### config.mk
export PLATFORM = sky130hd
export DESIGN_NAME = pipeline_perf_counter_flat
export DESIGN_NICKNAME = d
export VERILOG_FILES = /design/src/rtl/pipeline_perf_counter_if.sv /design/src/rtl/pipeline_perf_counter.sv /design/src/flat_wrapper.sv
export SDC_FILE = /design/constraint.sdc
export NUM_CORES = 1
export LEC_CHECK = 0
export ABC_CLOCK_PERIOD_IN_PS = 4100
export CAP_MARGIN = 20
export CORE_MARGIN = 10
export CORE_UTILIZATION = 45
export CTS_CLUSTER_DIAMETER = 150
export DETAILED_ROUTE_END_ITERATION = 10
export GPL_ROUTABILITY_DRIVEN = 1
export HOLD_SLACK_MARGIN = 0.1
export SYNTH_ARGS = -nofsm -noshare
export SYNTH_HDL_FRONTEND = slang
export SYNTH_SLANG_ARGS = --single-unit
### constraint.sdc
create_clock -name clk_i -period 4.1 [get_ports clk_i]
set_input_delay 0.41 -clock clk_i [delete_from_list [all_inputs] [get_ports clk_i]]
set_output_delay 0.41 -clock clk_i [all_outputs]
set_load 0.02 [all_outputs]
### src/rtl/pipeline_perf_counter_if.sv
// Control, event and snapshot-read signals of the pipeline performance counter.
// The master side drives the inputs, the slave side is the counter block.
interface pipeline_perf_counter_if #(
  parameter int NUM_CH = 4,
  parameter int CNT_W  = 32
);
  localparam int SEL_W = $clog2(NUM_CH + 1);

  logic              start_i;
  logic              clear_i;
  logic [NUM_CH-1:0] event_i;
  logic [NUM_CH-1:0] ch_en_i;
  logic              snap_i;
  logic [SEL_W-1:0]  rd_sel_i;
  logic [CNT_W-1:0]  rd_data_o;
  logic              snap_valid_o;
  logic [NUM_CH:0]   overflow_o;
  logic              running_o;
  logic              done_o;

  modport master (
    output start_i, clear_i, event_i, ch_en_i, snap_i, rd_sel_i,
    input  rd_data_o, snap_valid_o, overflow_o, running_o, done_o
  );

  modport slave (
    input  start_i, clear_i, event_i, ch_en_i, snap_i, rd_sel_i,
    output rd_data_o, snap_valid_o, overflow_o, running_o, done_o
  );
endinterface

### src/rtl/pipeline_perf_counter.sv
// Multi-channel cycle/event performance counter with a cycle-budget auto-stop
// and a coherent shadow snapshot behind a combinational read port.
module pipeline_perf_counter #(
  parameter int NUM_CH     = 4,
  parameter int CNT_W      = 32,
  parameter int MAX_CYCLES = 30,
  parameter int SAT_MODE   = 0
) (
  input logic                    clk_i,
  input logic                    rst_i,
  pipeline_perf_counter_if.slave bus
);
  // Counter 0 is the cycle counter, counter k is event channel k-1.
  localparam int          NCNT   = NUM_CH + 1;
  localparam logic [63:0] BUDGET = 64'(MAX_CYCLES);

  typedef enum logic [1:0] {IDLE, RUN, PAUSE, DONE} state_t;

  state_t           state;
  logic             running;
  logic             done;
  logic             snap_valid;
  logic [NUM_CH:0]  overflow;
  logic [CNT_W-1:0] live   [NCNT];
  logic [CNT_W-1:0] shadow [NCNT];
  logic             counting;
  logic             budget_hit;
  logic [NUM_CH:0]  inc;
  logic [CNT_W-1:0] rd_data;

  assign counting   = (state == RUN) && bus.start_i;
  assign inc        = {bus.event_i & bus.ch_en_i, 1'b1} & {NCNT{counting}};
  assign budget_hit = (MAX_CYCLES != 0) && (64'(live[0]) + 64'd1 == BUDGET);

  // NOTE: every always_comb output gets a default first so no path infers a latch.
  always_comb begin
    rd_data = '0;
    for (int k = 0; k < NCNT; k++) begin
      if (int'(bus.rd_sel_i) == k) rd_data = shadow[k];
    end
  end

  // NOTE: the counter arrays are plain flops, not a RAM, so they take the async reset like any other state.
  always_ff @(posedge clk_i or negedge rst_i) begin
    if (!rst_i) begin
      state      <= IDLE;
      running    <= 1'b0;
      done       <= 1'b0;
      snap_valid <= 1'b0;
      overflow   <= '0;
      for (int k = 0; k < NCNT; k++) begin
        live[k]   <= '0;
        shadow[k] <= '0;
      end
    end else if (bus.clear_i) begin
      state      <= IDLE;
      running    <= 1'b0;
      done       <= 1'b0;
      snap_valid <= 1'b0;
      overflow   <= '0;
      for (int k = 0; k < NCNT; k++) begin
        live[k]   <= '0;
        shadow[k] <= '0;
      end
    end else begin
      // NOTE: non-blocking assignments make the shadow copy see live values from before this edge's increments.
      snap_valid <= bus.snap_i;
      for (int k = 0; k < NCNT; k++) begin
        if (bus.snap_i) shadow[k] <= live[k];
        if (inc[k]) begin
          if (&live[k]) begin
            overflow[k] <= 1'b1;
            if (SAT_MODE == 0) live[k] <= '0;
          end else begin
            live[k] <= live[k] + CNT_W'(1);
          end
        end
      end

      unique case (state)
        IDLE, PAUSE: begin
          if (bus.start_i) begin
            state   <= RUN;
            running <= 1'b1;
          end
        end
        RUN: begin
          if (!bus.start_i) begin
            state   <= PAUSE;
            running <= 1'b0;
          end else if (budget_hit) begin
            state   <= DONE;
            running <= 1'b0;
            done    <= 1'b1;
          end
        end
        DONE: ;
        default: ;
      endcase
    end
  end

  assign bus.rd_data_o    = rd_data;
  assign bus.snap_valid_o = snap_valid;
  assign bus.overflow_o   = overflow;
  assign bus.running_o    = running;
  assign bus.done_o       = done;
endmodule

### src/flat_wrapper.sv
// flat-port wrapper written by rule: the top's interface ports become plain ports
module pipeline_perf_counter_flat 
#(
  parameter int NUM_CH     = 4,
  parameter int CNT_W      = 32,
  parameter int MAX_CYCLES = 30,
  parameter int SAT_MODE   = 0
)
  (clk_i, rst_i, bus_start_i, bus_clear_i, bus_event_i, bus_ch_en_i, bus_snap_i, bus_rd_sel_i, bus_rd_data_o, bus_snap_valid_o, bus_overflow_o, bus_running_o, bus_done_o);
  pipeline_perf_counter_if #(.NUM_CH(NUM_CH), .CNT_W(CNT_W)) bus_i ();
  input logic clk_i;
  input logic rst_i;
  input wire logic [$bits(bus_i.start_i)-1:0] bus_start_i;
  input wire logic [$bits(bus_i.clear_i)-1:0] bus_clear_i;
  input wire logic [$bits(bus_i.event_i)-1:0] bus_event_i;
  input wire logic [$bits(bus_i.ch_en_i)-1:0] bus_ch_en_i;
  input wire logic [$bits(bus_i.snap_i)-1:0] bus_snap_i;
  input wire logic [$bits(bus_i.rd_sel_i)-1:0] bus_rd_sel_i;
  output wire logic [$bits(bus_i.rd_data_o)-1:0] bus_rd_data_o;
  output wire logic [$bits(bus_i.snap_valid_o)-1:0] bus_snap_valid_o;
  output wire logic [$bits(bus_i.overflow_o)-1:0] bus_overflow_o;
  output wire logic [$bits(bus_i.running_o)-1:0] bus_running_o;
  output wire logic [$bits(bus_i.done_o)-1:0] bus_done_o;
  assign bus_i.start_i = bus_start_i;
  assign bus_i.clear_i = bus_clear_i;
  assign bus_i.event_i = bus_event_i;
  assign bus_i.ch_en_i = bus_ch_en_i;
  assign bus_i.snap_i = bus_snap_i;
  assign bus_i.rd_sel_i = bus_rd_sel_i;
  assign bus_rd_data_o = bus_i.rd_data_o;
  assign bus_snap_valid_o = bus_i.snap_valid_o;
  assign bus_overflow_o = bus_i.overflow_o;
  assign bus_running_o = bus_i.running_o;
  assign bus_done_o = bus_i.done_o;
  pipeline_perf_counter #(.NUM_CH(NUM_CH), .CNT_W(CNT_W), .MAX_CYCLES(MAX_CYCLES), .SAT_MODE(SAT_MODE)) u_core (.clk_i(clk_i), .rst_i(rst_i), .bus(bus_i));
endmodule
==> results of run 1 <==
## worst max-delay path, delay by kind of cell, from the launching register on
family | cells | cell delay (ns)
flip-flops | 1 | 0.47
adder cells (fa/ha/maj) | 1 | 0.31
XOR/XNOR | 1 | 0.19
AND/OR/NAND/NOR | 5 | 2.22
AO/OA/AOI/OAI | 1 | 0.32
## power by group
part	leakage (nW)	total, W	internal, W	switching, W
registers	4.61	0.00327	0.00326	0.00000699
clock network	0.568	0.00325	0.00189	0.00136
logic	3.31	0.000357	0.0000983	0.000259
## cells in the mapped netlist, types with 16 or more instances
library cell	count
xnor2_1	41
clkbuf_1	62
a31oi_1	18
nand3_1	77
inv_1	17
buf_1	17
mux2i_1	193
a22oi_1	27
a21oi_1	63
or3_1	23
and3_1	35
dfrtp_1	330
buf_2	23
xor2_1	53
nand4_1	34
and4_1	16
o21ai_0	55
o31ai_1	20
nor2_1	347
nor3_1	24
nand2_1	113
o22ai_1	31
## final cells by class
cell class / count / area, µm² / area share
Clock buffer: 53 / 1040 / 0.0543
Multi-Input combinational cell: 1304 / 8130 / 0.426
Timing Repair Buffer: 89 / 851 / 0.0446
Clock inverter: 10 / 119 / 0.00623
Inverter: 17 / 63.8 / 0.00334
Sequential cell: 330 / 8260 / 0.433
Tap cell: 504 / 631 / 0.0330
## cells by family after synthesis
kind of cell             count (synthesis)
buffers and inverters                  125
XOR/XNOR                                94
adder cells (fa/ha/maj)                  6
flip-flops                             330
multiplexers                           199
AO/OA/AOI/OAI                          258
AND/OR/NAND/NOR                        747
## what timing repair did
| action | CTS | global route |
|---|---|---|
| setup endpoints to repair | 0 | 0 |
| hold endpoints to repair | 103 | 0 |
| hold buffers | 1 | 0 |
## through the flow
| step | worst slack [ns] | power, W | cell area [µm²] |
|---|---|---|---|
| 3_3_place_gp | 0.709 | 0.00369 | 17900 |
| 2_1_floorplan | 1.36 | 0.00352 | 16900 |
| 3_5_place_dp | 0.548 | 0.00369 | 17900 |
| 4_1_cts | 0.520 | 0.00696 | 19100 |
| 6_report | 0.468 | 0.00688 | 19100 |
| 5_1_grt | 0.210 | 0.00710 | 19100 |
## sequential cells by signal, summed over array words and instances (netlist names)
name,count
u_core.bus.snap_valid_o,1
u_core.bus.done_o,1
u_core.shadow,160
u_core.bus.overflow_o,5
u_core.state,2
u_core.live,160
u_core.bus.running_o,1
## per-layer routing
layer / track usage / vias to the layer above / share of wire
met5: 0 / - / 0
met4: 0.0782 / 0 / 0.034
met3: 0.0473 / 87 / 0.066
met2: 0.322 / 388 / 0.44
met1: 0.309 / 6665 / 0.46
li1: - / 6252 / -
## worst max path at each step
stage                                 from              endpoint  slack, ns  cells past startpoint
after CTS                 u_core.live[128]  u_core.bus.running_o       0.52                      8
after floorplan           u_core.live[128]  u_core.bus.running_o       1.36                     10
after global routing      u_core.live[128]      u_core.live[134]       0.21                      8
after global placement    u_core.live[128]  u_core.bus.running_o       0.71                      8
final                     u_core.live[128]  u_core.bus.running_o       0.47                      8
after detailed placement  u_core.live[128]  u_core.bus.running_o       0.55                      8
==> flow_results.xml, run 1 <==
<?xml version="1.0" encoding="UTF-8"?>
<metrics>
  <group name="status">
    <metric name="status" unit="">finished clean</metric>
  </group>
  <group name="setup_path">
    <metric name="cells_along_the_critical_path" unit="">ha_1 -&gt; nand3_1 -&gt; or3_1 -&gt; xnor2_1 -&gt; or4_1 -&gt; nor4_1 -&gt; nand4_1 -&gt; a41o_1</metric>
    <metric name="worst_r2r_endpoint" unit="">u_core.bus.running_o</metric>
    <metric name="timing.critical_path.slowest_stage_cell" unit="">or3_1</metric>
    <metric name="timing.setup.critical_path_class" unit="">register to register</metric>
    <metric name="critical_path_required" unit="ns">4.52</metric>
    <metric name="launch_instance_of_the_worst_register_to_register_path" unit="">u_core.live[128]</metric>
    <metric name="worst-r2r-cell-count" unit="">8</metric>
    <metric name="timing.reg2reg.setup_slack" unit="ns">0.47</metric>
    <metric name="timing.critical_path.from_type" unit="">register</metric>
    <metric name="cp_data_arrival_time" unit="ns">4.06</metric>
    <metric name="cp_slowest_stage_delay" unit="ns">0.63</metric>
    <metric name="setup.worst_path.end_class" unit="">register</metric>
    <metric name="critical_path_peak_fanout" unit="">12</metric>
  </group>
  <group name="sta">
    <metric name="achievable-frequency" unit="MHz">275</metric>
    <metric name="grt_setup_unrepaired" unit="">false</metric>
    <metric name="finalHoldViolCount" unit="">0</metric>
    <metric name="holdWs" unit="ns">0.268</metric>
    <metric name="timing_worst_slew_pin_value" unit="ns">0.914</metric>
    <metric name="final.setup.tns" unit="ns">0</metric>
    <metric name="period_minus_slack" unit="ns">3.63</metric>
    <metric name="number_of_setup_violations_in_the_final_report" unit="">0</metric>
    <metric name="timing_max_transition_violations_final" unit="">0</metric>
    <metric name="final.period_utilization" unit="">0.886</metric>
    <metric name="skew" unit="ns">0.0139</metric>
    <metric name="relSlewSlack" unit="">0.390</metric>
  </group>
  <group name="cells_and_area">
    <metric name="num_antenna_cells" unit="">0</metric>
    <metric name="nets_finish" unit="">1802</metric>
    <metric name="flow.area_growth_from_synthesis" unit="%">12.9</metric>
    <metric name="layout.filler_cells" unit="">3377</metric>
    <metric name="postLayoutCoreUtil" unit="">0.518</metric>
    <metric name="layout_cells_sized_above_1" unit="">0.0660</metric>
    <metric name="instances_no_fill" unit="">2307</metric>
    <metric name="mostFrequentLayoutCells" unit="">nor2_1, dfrtp_1, mux2i_1</metric>
    <metric name="mostFrequentLayoutCell" unit="">nor2_1</metric>
  </group>
  <group name="yosys">
    <metric name="synth_compound_gate_area_share" unit="">0.0959</metric>
    <metric name="synth-simple-area-share" unit="">0.210</metric>
    <metric name="synth_area" unit="mm²">0.0169</metric>
    <metric name="synth_area_leader_cell" unit="">dfrtp_1</metric>
    <metric name="yosysWarningCount" unit="">0</metric>
    <metric name="postSynthAreaPerCell" unit="µm²">9.61</metric>
    <metric name="netlist-cell-type-count" unit="">69</metric>
    <metric name="dominantRegCellSynth" unit="">dfrtp_1</metric>
    <metric name="synth-seq-area-share" unit="">0.488</metric>
    <metric name="synth_top_cell_area_share" unit="">0.488</metric>
    <metric name="synth_mux_area_frac" unit="">0.122</metric>
    <metric name="largest_family_of_logic_cells_by_synthesized_area" unit="">simple AND/OR/NAND/NOR gates</metric>
    <metric name="number_of_flops_mapped_to_enable_cells_by_yosys" unit="">0</metric>
    <metric name="synth_xor_area_frac" unit="">0.0487</metric>
    <metric name="synthCells" unit="">1759</metric>
    <metric name="yosys_register_bits" unit="">330</metric>
    <metric name="synthesis.nets" unit="">1781</metric>
    <metric name="postSynth.asyncResetShare" unit="">1.00</metric>
    <metric name="post_synth_main_area_contributors" unit="">dfrtp_1, mux2i_1, nor2_1</metric>
    <metric name="post_synth_fa_ha_maj_area_fraction" unit="">0.00444</metric>
  </group>
  <group name="place">
    <metric name="globalplace.congestion" unit="">0.924</metric>
    <metric name="place_hpwl" unit="mm">35.0</metric>
    <metric name="placed_cells" unit="">2243</metric>
    <metric name="portBuffers" unit="">55</metric>
  </group>
  <group name="floorplanning">
    <metric name="initial_core_util" unit="">0.459</metric>
    <metric name="top_level_ports" unit="">56</metric>
    <metric name="row_count" unit="">70</metric>
    <metric name="die_y" unit="µm">214</metric>
    <metric name="die-area" unit="mm²">0.0457</metric>
    <metric name="die_w" unit="µm">214</metric>
    <metric name="coreArea" unit="mm²">0.0369</metric>
  </group>
  <group name="clock_network">
    <metric name="cts_post_setup_buffers_inserted" unit="">0</metric>
    <metric name="numCtsBuffers" unit="">38</metric>
    <metric name="cts.path.max_buffers" unit="">3</metric>
    <metric name="clk_latency" unit="ns">0.54</metric>
    <metric name="tritoncts" unit="">yes</metric>
    <metric name="cts.clk_slew.worst_paths" unit="ns">0.06</metric>
    <metric name="cts-htree-levels" unit="">2</metric>
    <metric name="clock_tree.root_cell" unit="">clkbuf_16</metric>
    <metric name="clock_sinks" unit="">330</metric>
    <metric name="ctsResizeCount" unit="">0</metric>
  </group>
  <group name="pwr">
    <metric name="power.static_leakage" unit="nW">8.49</metric>
    <metric name="power.density_cell_area" unit="mW/mm²">361</metric>
    <metric name="irDropWorstVdd" unit="mV">0.282</metric>
  </group>
  <group name="route">
    <metric name="finalWirelength" unit="mm">49.1</metric>
    <metric name="routed-via-count" unit="">13392</metric>
    <metric name="drt_iter0_drc" unit="">1290</metric>
    <metric name="drt_drc_violations_left" unit="">0</metric>
    <metric name="drt-pass1-iter-count" unit="">5</metric>
    <metric name="ant_nets" unit="">0</metric>
    <metric name="detail_route.vias_per_cell" unit="">5.80</metric>
    <metric name="drt-wirelength-per-cell" unit="µm">21.3</metric>
  </group>
  <group name="global_route">
    <metric name="number_of_global_route_vias_before_repair" unit="">12990</metric>
    <metric name="grt_use_total" unit="">0.218</metric>
    <metric name="grt_pass1_wl" unit="mm">77.6</metric>
    <metric name="grt_max_degree" unit="">110</metric>
    <metric name="grt_antenna_before_repair" unit="">2</metric>
    <metric name="globalRouteOverflowTotal" unit="">0</metric>
  </group>
  <group name="min_path">
    <metric name="hold_class" unit="">input pin to register</metric>
    <metric name="whs_endpoint" unit="">u_core.bus.overflow_o[0]</metric>
    <metric name="worstHoldPathCells" unit="">2</metric>
    <metric name="min-delay-start" unit="">bus_clear_i</metric>
  </group>
  <group name="flow_run">
    <metric name="drv_cap" unit="">0</metric>
  </group>
</metrics>
(Power assumes the default switching activity.)
==> run 2, diff against run 1 <==
==> constraint.sdc (replaced) <==
create_clock -name clk_i -period 4.1 [get_ports clk_i]
set_input_delay 1.23 -clock clk_i [delete_from_list [all_inputs] [get_ports clk_i]]
set_output_delay 1.23 -clock clk_i [all_outputs]
set_load 0.02 [all_outputs]
==> run 2 against run 1 <==
Effect of this change: utilization up 1.7 points; cell area increased by 3.3%; total power rose by 7.2%; non-clock buffer count increased by 40; register-to-register slack improved by 0.13 ns; first-iteration DRC count shrank 8.7%; critical path type is now input pin to output port; largest cell class unchanged.
==> flow_results.xml, run 2 (same netlist as run 1, synthesis figures left out) <==
<?xml version="1.0" encoding="UTF-8"?>
<metrics>
  <group name="sta">
    <metric name="relSlewSlack" unit="">0.419</metric>
    <metric name="finalHoldViolCount" unit="">0</metric>
    <metric name="skew" unit="ns">0.0141</metric>
    <metric name="timing_worst_slew_pin_value" unit="ns">0.868</metric>
    <metric name="timing_max_transition_violations_final" unit="">0</metric>
    <metric name="setup_slack" unit="ns">0.153</metric>
    <metric name="grt_setup_unrepaired" unit="">false</metric>
    <metric name="number_of_setup_violations_in_the_final_report" unit="">0</metric>
    <metric name="achievable-frequency" unit="MHz">253</metric>
    <metric name="period_minus_slack" unit="ns">3.95</metric>
    <metric name="final.period_utilization" unit="">0.963</metric>
    <metric name="holdWs" unit="ns">0.504</metric>
  </group>
  <group name="cells_and_area">
    <metric name="instances_no_fill" unit="">2356</metric>
    <metric name="mostFrequentLayoutCell" unit="">nor2_1</metric>
    <metric name="layout.filler_cells" unit="">3367</metric>
    <metric name="num_antenna_cells" unit="">0</metric>
    <metric name="design_area" unit="mm²">0.0197</metric>
    <metric name="nets_finish" unit="">1843</metric>
    <metric name="flow.area_growth_from_synthesis" unit="%">16.6</metric>
    <metric name="layout_cells_sized_above_1" unit="">0.0994</metric>
    <metric name="mostFrequentLayoutCells" unit="">nor2_1, dfrtp_1, mux2i_1</metric>
  </group>
  <group name="global_route">
    <metric name="number_of_global_route_vias_before_repair" unit="">13149</metric>
    <metric name="grt_use_total" unit="">0.226</metric>
    <metric name="grt_max_degree" unit="">69</metric>
    <metric name="globalRouteOverflowTotal" unit="">0</metric>
    <metric name="grt_pass1_wl" unit="mm">79.5</metric>
    <metric name="grt_antenna_before_repair" unit="">1</metric>
  </group>
  <group name="route">
    <metric name="drt_iter0_drc" unit="">1178</metric>
    <metric name="detail_route.vias_per_cell" unit="">5.80</metric>
    <metric name="routed-via-count" unit="">13673</metric>
    <metric name="finalWirelength" unit="mm">50.9</metric>
    <metric name="drt-pass1-iter-count" unit="">5</metric>
    <metric name="drt_drc_violations_left" unit="">0</metric>
    <metric name="drt-wirelength-per-cell" unit="µm">21.6</metric>
    <metric name="ant_nets" unit="">0</metric>
  </group>
  <group name="clock_network">
    <metric name="tritoncts" unit="">yes</metric>
    <metric name="cts.path.max_buffers" unit="">3</metric>
    <metric name="clock_sinks" unit="">330</metric>
    <metric name="cts_post_setup_buffers_inserted" unit="">0</metric>
    <metric name="cts_hold_buffers_added" unit="">0</metric>
    <metric name="numCtsBuffers" unit="">39</metric>
    <metric name="ctsResizeCount" unit="">61</metric>
    <metric name="cts-htree-levels" unit="">2</metric>
    <metric name="clock_tree.root_cell" unit="">clkbuf_16</metric>
    <metric name="cts.clk_slew.worst_paths" unit="ns">0.06</metric>
    <metric name="clk_latency" unit="ns">0.56</metric>
  </group>
  <group name="pwr">
    <metric name="power.static_leakage" unit="nW">8.91</metric>
    <metric name="report.power.total" unit="W">0.00738</metric>
    <metric name="power.density_cell_area" unit="mW/mm²">374</metric>
    <metric name="irDropWorstVdd" unit="mV">0.312</metric>
  </group>
  <group name="setup_path">
    <metric name="cells_along_the_critical_path" unit="">dlygate4sd2_1 -&gt; nor2b_2 -&gt; buf_4 -&gt; a22oi_1 -&gt; o22ai_1 -&gt; clkdlybuf4s15_2</metric>
    <metric name="timing.setup.critical_path_class" unit="">input pin to output port</metric>
    <metric name="timing.reg2reg.setup_slack" unit="ns">0.60</metric>
    <metric name="setup.worst_path.end_class" unit="">output port</metric>
    <metric name="cp_slowest_stage_delay" unit="ns">0.35</metric>
    <metric name="critical-path-top-delay-family" unit="">buffers and inverters</metric>
    <metric name="critical_path_required" unit="ns">2.87</metric>
    <metric name="timing.critical_path.slowest_stage_cell" unit="">dlygate4sd2_1</metric>
    <metric name="cp_data_arrival_time" unit="ns">2.72</metric>
    <metric name="timing.critical_path.from_type" unit="">input pin</metric>
    <metric name="critical_path_peak_fanout" unit="">8</metric>
    <metric name="path_buf_inv" unit="">3</metric>
  </group>
  <group name="place">
    <metric name="place_hpwl" unit="mm">36.6</metric>
    <metric name="globalplace.congestion" unit="">0.896</metric>
    <metric name="pre_cts_slack" unit="ns">-0.435</metric>
    <metric name="placed_cells" unit="">2284</metric>
    <metric name="portBuffers" unit="">55</metric>
    <metric name="post_placement_cell_area" unit="mm²">0.0183</metric>
  </group>
  <group name="floorplanning">
    <metric name="initial_core_util" unit="">0.459</metric>
    <metric name="die-area" unit="mm²">0.0457</metric>
    <metric name="top_level_ports" unit="">56</metric>
    <metric name="die_y" unit="µm">214</metric>
    <metric name="die_w" unit="µm">214</metric>
    <metric name="coreArea" unit="mm²">0.0369</metric>
    <metric name="row_count" unit="">70</metric>
  </group>
  <group name="status">
    <metric name="status" unit="">finished clean</metric>
  </group>
  <group name="min_path">
    <metric name="hold_class" unit="">register to register</metric>
  </group>
  <group name="flow_run">
    <metric name="drv_cap" unit="">0</metric>
  </group>
</metrics>
-- run 2: cell count changes in the layout (fill, tap and decap cells not counted), sizes merged --
| cell | delta |
|---|---|
| dlygate4sd2 | +20 |
| clkdlybuf4s15 | +14 |
| clkdlybuf4s50 | -34 |
| bufinv | +3 |
| dlygate4sd3 | -1 |
| clkbuf | +5 |
| buf | +41 |
| inv | -1 |
| clkinvlp | +2 |
-- run 2: final cells by class --
| cell class | count | area (µm²) | share of cell area |
|---|---|---|---|
| clock buffers | 58 | 1160 | 0.0588 |
| clock inverters | 14 | 223 | 0.0113 |
| inverters | 17 | 63.8 | 0.00324 |
| multi-input cells | 1304 | 8130 | 0.413 |
| flip-flops and latches | 330 | 8260 | 0.419 |
| well taps | 504 | 631 | 0.0320 |
| repair buffers | 129 | 1250 | 0.0635 |
-- run 2: metal layers --
metal | global-route usage | wire length (µm) | vias to the layer above
li1 | - | - | 6349
met1 | 0.313 | 23100 | 6820
met2 | 0.341 | 22800 | 413
met3 | 0.0460 | 3390 | 89
met4 | 0.0846 | 1690 | 2
met5 | 0 | 7 | -
-- run 2: metrics by stage --
step | utilization | TNS [ns]
floorplan | - | 0
global placement | 0.497 | -10.42
detailed placement | 0.497 | -11.22
CTS | 0.535 | 0
global route | 0.535 | 0
finish | 0.535 | 0
-- run 2: power by group --
part / switching [W] / total, W / internal, W
clock: 0.00144 / 0.00372 / 0.00228
combinational: 0.000266 / 0.000386 / 0.000120
sequential: 0.00000731 / 0.00327 / 0.00326
total: 0.00171 / 0.00738 / 0.00567
-- run 2: worst paths after layout --
check,startpoint,to,depth (start not counted)
setup / recovery,bus_rd_sel_i[2],bus_rd_data_o[19],6
hold / removal,u_core.bus.done_o,u_core.bus.done_o,2
setup reg to reg,u_core.live[128],u_core.bus.running_o,8
hold reg to reg,u_core.bus.done_o,u_core.bus.done_o,2
max in group asynchronous,rst_i,u_core.live[11],2
min in group asynchronous,rst_i,u_core.live[156],1
-- run 2: tightest hold or removal path, stage by stage (launching register included) --
cell     delay (ns)
dfrtp_1        0.35
nand2_1        0.06
o31ai_1        0.06
==> run 3, diff against run 2 <==
--- a/config.mk
+++ b/config.mk
@@ -5,7 +5,7 @@
 export SDC_FILE = /design/constraint.sdc
 export NUM_CORES = 1
 export LEC_CHECK = 0
-export ABC_CLOCK_PERIOD_IN_PS = 4100
+export ABC_CLOCK_PERIOD_IN_PS = 4160
 export CAP_MARGIN = 20
 export CORE_MARGIN = 10
 export CORE_UTILIZATION = 45
@@ -13,6 +13,8 @@
 export DETAILED_ROUTE_END_ITERATION = 10
 export GPL_ROUTABILITY_DRIVEN = 1
 export HOLD_SLACK_MARGIN = 0.1
+export PLACE_DENSITY = 0.74
+export SLEW_MARGIN = 20
 export SYNTH_ARGS = -nofsm -noshare
 export SYNTH_HDL_FRONTEND = slang
 export SYNTH_SLANG_ARGS = --single-unit
==> constraint.sdc (replaced) <==
create_clock -name clk_i -period 4.16 [get_ports clk_i]
set_input_delay 1.248 -clock clk_i [delete_from_list [all_inputs] [get_ports clk_i]]
set_output_delay 1.248 -clock clk_i [all_outputs]
set_load 0.02 [all_outputs]
==> run 3 against run 2 <==
Effect of this change: worst hold slack about the same; largest power group unchanged; clock skew increased by 0.0036 ns; register-to-register slack improved by 0.11 ns; total power decreased by 7.3%; non-clock buffer count decreased by 6; highest routed layer unchanged; worst setup slack got worse by 0.13 ns; via count increased by 0.93%; routed wire length decreased by 4.9%; critical path type unchanged; cell area decreased by 1.5%.
==> flow_results.xml, run 3 (same netlist as run 1, synthesis figures left out) <==
<?xml version="1.0" encoding="UTF-8"?>
<metrics>
  <group name="status">
    <metric name="status" unit="">finished clean</metric>
  </group>
  <group name="cells_and_area">
    <metric name="postLayoutCoreUtil" unit="">0.527</metric>
    <metric name="mostFrequentLayoutCell" unit="">nor2_1</metric>
    <metric name="nets_finish" unit="">1834</metric>
    <metric name="num_antenna_cells" unit="">0</metric>
    <metric name="layout_cells_sized_above_1" unit="">0.0937</metric>
    <metric name="flow.area_growth_from_synthesis" unit="%">14.9</metric>
    <metric name="mostFrequentLayoutCells" unit="">nor2_1, dfrtp_1, mux2i_1</metric>
    <metric name="design_area" unit="mm²">0.0194</metric>
  </group>
  <group name="sta">
    <metric name="timing_worst_slew_pin_value" unit="ns">0.879</metric>
    <metric name="finalHoldViolCount" unit="">0</metric>
    <metric name="achievable-frequency" unit="MHz">242</metric>
    <metric name="period_minus_slack" unit="ns">4.13</metric>
    <metric name="final.period_utilization" unit="">0.993</metric>
    <metric name="holdWs" unit="ns">0.504</metric>
    <metric name="skew" unit="ns">0.0177</metric>
    <metric name="timing_max_transition_violations_final" unit="">0</metric>
    <metric name="relSlewSlack" unit="">0.412</metric>
    <metric name="number_of_setup_violations_in_the_final_report" unit="">0</metric>
  </group>
  <group name="clock_network">
    <metric name="clock_tree.root_cell" unit="">clkbuf_16</metric>
    <metric name="cts.clk_slew.worst_paths" unit="ns">0.06</metric>
    <metric name="clock_sinks" unit="">330</metric>
    <metric name="cts_hold_buffers_added" unit="">0</metric>
    <metric name="clk_latency" unit="ns">0.55</metric>
    <metric name="cts.path.max_buffers" unit="">3</metric>
    <metric name="tritoncts" unit="">yes</metric>
    <metric name="cts-htree-levels" unit="">2</metric>
    <metric name="numCtsBuffers" unit="">36</metric>
  </group>
  <group name="route">
    <metric name="drt_iter0_drc" unit="">1358</metric>
    <metric name="detail_route.vias_per_cell" unit="">5.90</metric>
    <metric name="routed-via-count" unit="">13800</metric>
    <metric name="finalWirelength" unit="mm">48.4</metric>
    <metric name="drt-wirelength-per-cell" unit="µm">20.7</metric>
    <metric name="drt_drc_violations_left" unit="">0</metric>
    <metric name="ant_nets" unit="">0</metric>
    <metric name="drt-pass1-iter-count" unit="">8</metric>
  </group>
  <group name="global_route">
    <metric name="grt_antenna_before_repair" unit="">1</metric>
    <metric name="grt_max_degree" unit="">86</metric>
    <metric name="grt_pass1_wl" unit="mm">77.3</metric>
    <metric name="number_of_global_route_vias_before_repair" unit="">13378</metric>
    <metric name="globalRouteOverflowTotal" unit="">0</metric>
    <metric name="grt_use_total" unit="">0.215</metric>
  </group>
  <group name="setup_path">
    <metric name="worstSetupStartpoint" unit="">bus_rd_sel_i[2]</metric>
    <metric name="launch_instance_of_the_worst_register_to_register_path" unit="">u_core.live[128]</metric>
    <metric name="timing.critical_path.from_type" unit="">input pin</metric>
    <metric name="worst_r2r_endpoint" unit="">u_core.bus.running_o</metric>
    <metric name="timing.setup.critical_path_class" unit="">input pin to output port</metric>
    <metric name="timing.reg2reg.setup_slack" unit="ns">0.71</metric>
    <metric name="critical_path_required" unit="ns">2.91</metric>
    <metric name="cp_data_arrival_time" unit="ns">2.88</metric>
    <metric name="setup.worst_path.end_class" unit="">output port</metric>
    <metric name="worst-r2r-cell-count" unit="">8</metric>
    <metric name="worst_setup_path_endpoint" unit="">bus_rd_data_o[0]</metric>
    <metric name="critical_path_peak_fanout" unit="">19</metric>
  </group>
  <group name="floorplanning">
    <metric name="row_count" unit="">70</metric>
    <metric name="initial_core_util" unit="">0.459</metric>
    <metric name="die-area" unit="mm²">0.0457</metric>
    <metric name="die_y" unit="µm">214</metric>
    <metric name="die_w" unit="µm">214</metric>
    <metric name="coreArea" unit="mm²">0.0369</metric>
    <metric name="top_level_ports" unit="">56</metric>
  </group>
  <group name="place">
    <metric name="globalplace.congestion" unit="">0.910</metric>
    <metric name="portBuffers" unit="">55</metric>
    <metric name="place_hpwl" unit="mm">34.6</metric>
    <metric name="post_placement_cell_area" unit="mm²">0.0183</metric>
  </group>
  <group name="min_path">
    <metric name="min-delay-start" unit="">u_core.bus.overflow_o[1]</metric>
    <metric name="hold_class" unit="">register to register</metric>
  </group>
  <group name="pwr">
    <metric name="power.density_cell_area" unit="mW/mm²">352</metric>
    <metric name="irDropWorstVdd" unit="mV">0.307</metric>
    <metric name="report.power.total" unit="W">0.00684</metric>
    <metric name="power.static_leakage" unit="nW">8.79</metric>
  </group>
  <group name="flow_run">
    <metric name="drv_cap" unit="">0</metric>
  </group>
</metrics>
run 3: worst max-delay path, cell delays in order:
cell             delay [ns]
clkdlybuf4s50_1        0.57
nor2b_4                0.22
buf_12                 0.16
a22oi_1                0.09
o22ai_1                0.23
clkdlybuf4s15_1        0.36
run 3: final cells by class:
type	instances	area, µm²
Fill cell	3320	17400
Sequential cell	330	8260
Multi-Input combinational cell	1304	8130
Timing Repair Buffer	123	1150
Clock buffer	51	1060
Tap cell	504	631
Clock inverter	11	139
Inverter	17	63.8
run 3: timing repair:
action / CTS / global route
endpoints found under the setup margin: 32 / 21
gates resized for setup: 59 / 9
buffers inserted: 0 / 0
cloned: 0 / 0
run 3: layer usage:
layer | wire (µm) | vias up | track usage
met1 | 22300 | 6914 | 0.312
met3 | 3550 | 76 | 0.0403
li1 | - | 6312 | -
met2 | 21500 | 496 | 0.324
met5 | 7 | - | 0
met4 | 1050 | 2 | 0.0526
run 3: how the worst min path moves through the flow:
stage / cells past startpoint / slack [ns] / endpoint
2_1_floorplan: 1 / 0.46 / u_core.live[58]
3_3_place_gp: 2 / 0.48 / u_core.bus.overflow_o[1]
3_5_place_dp: 2 / 0.49 / u_core.bus.overflow_o[0]
4_1_cts: 2 / 0.51 / u_core.bus.overflow_o[0]
5_1_grt: 2 / 0.53 / u_core.bus.overflow_o[1]
6_report: 2 / 0.50 / u_core.bus.overflow_o[1]
run 3: per-stage QoR:
step                      std cells  setup slack, ns  setup TNS (ns)
after detailed placement       2278           -0.425           -8.84
after global placement         2278           -0.425           -8.28
after CTS                      2340           0.0396               0
after global routing           2340          -0.0233          -0.232
final                          2340           0.0274               0
after floorplan                1759            0.159               0
run 3: power breakdown:
group	leakage, nW	switching (W)	internal [W]
Clock	0.595	0.00134	0.00191
Sequential	4.61	0.00000694	0.00322
Combinational	3.59	0.000257	0.000115
Total	8.79	0.00160	0.00524
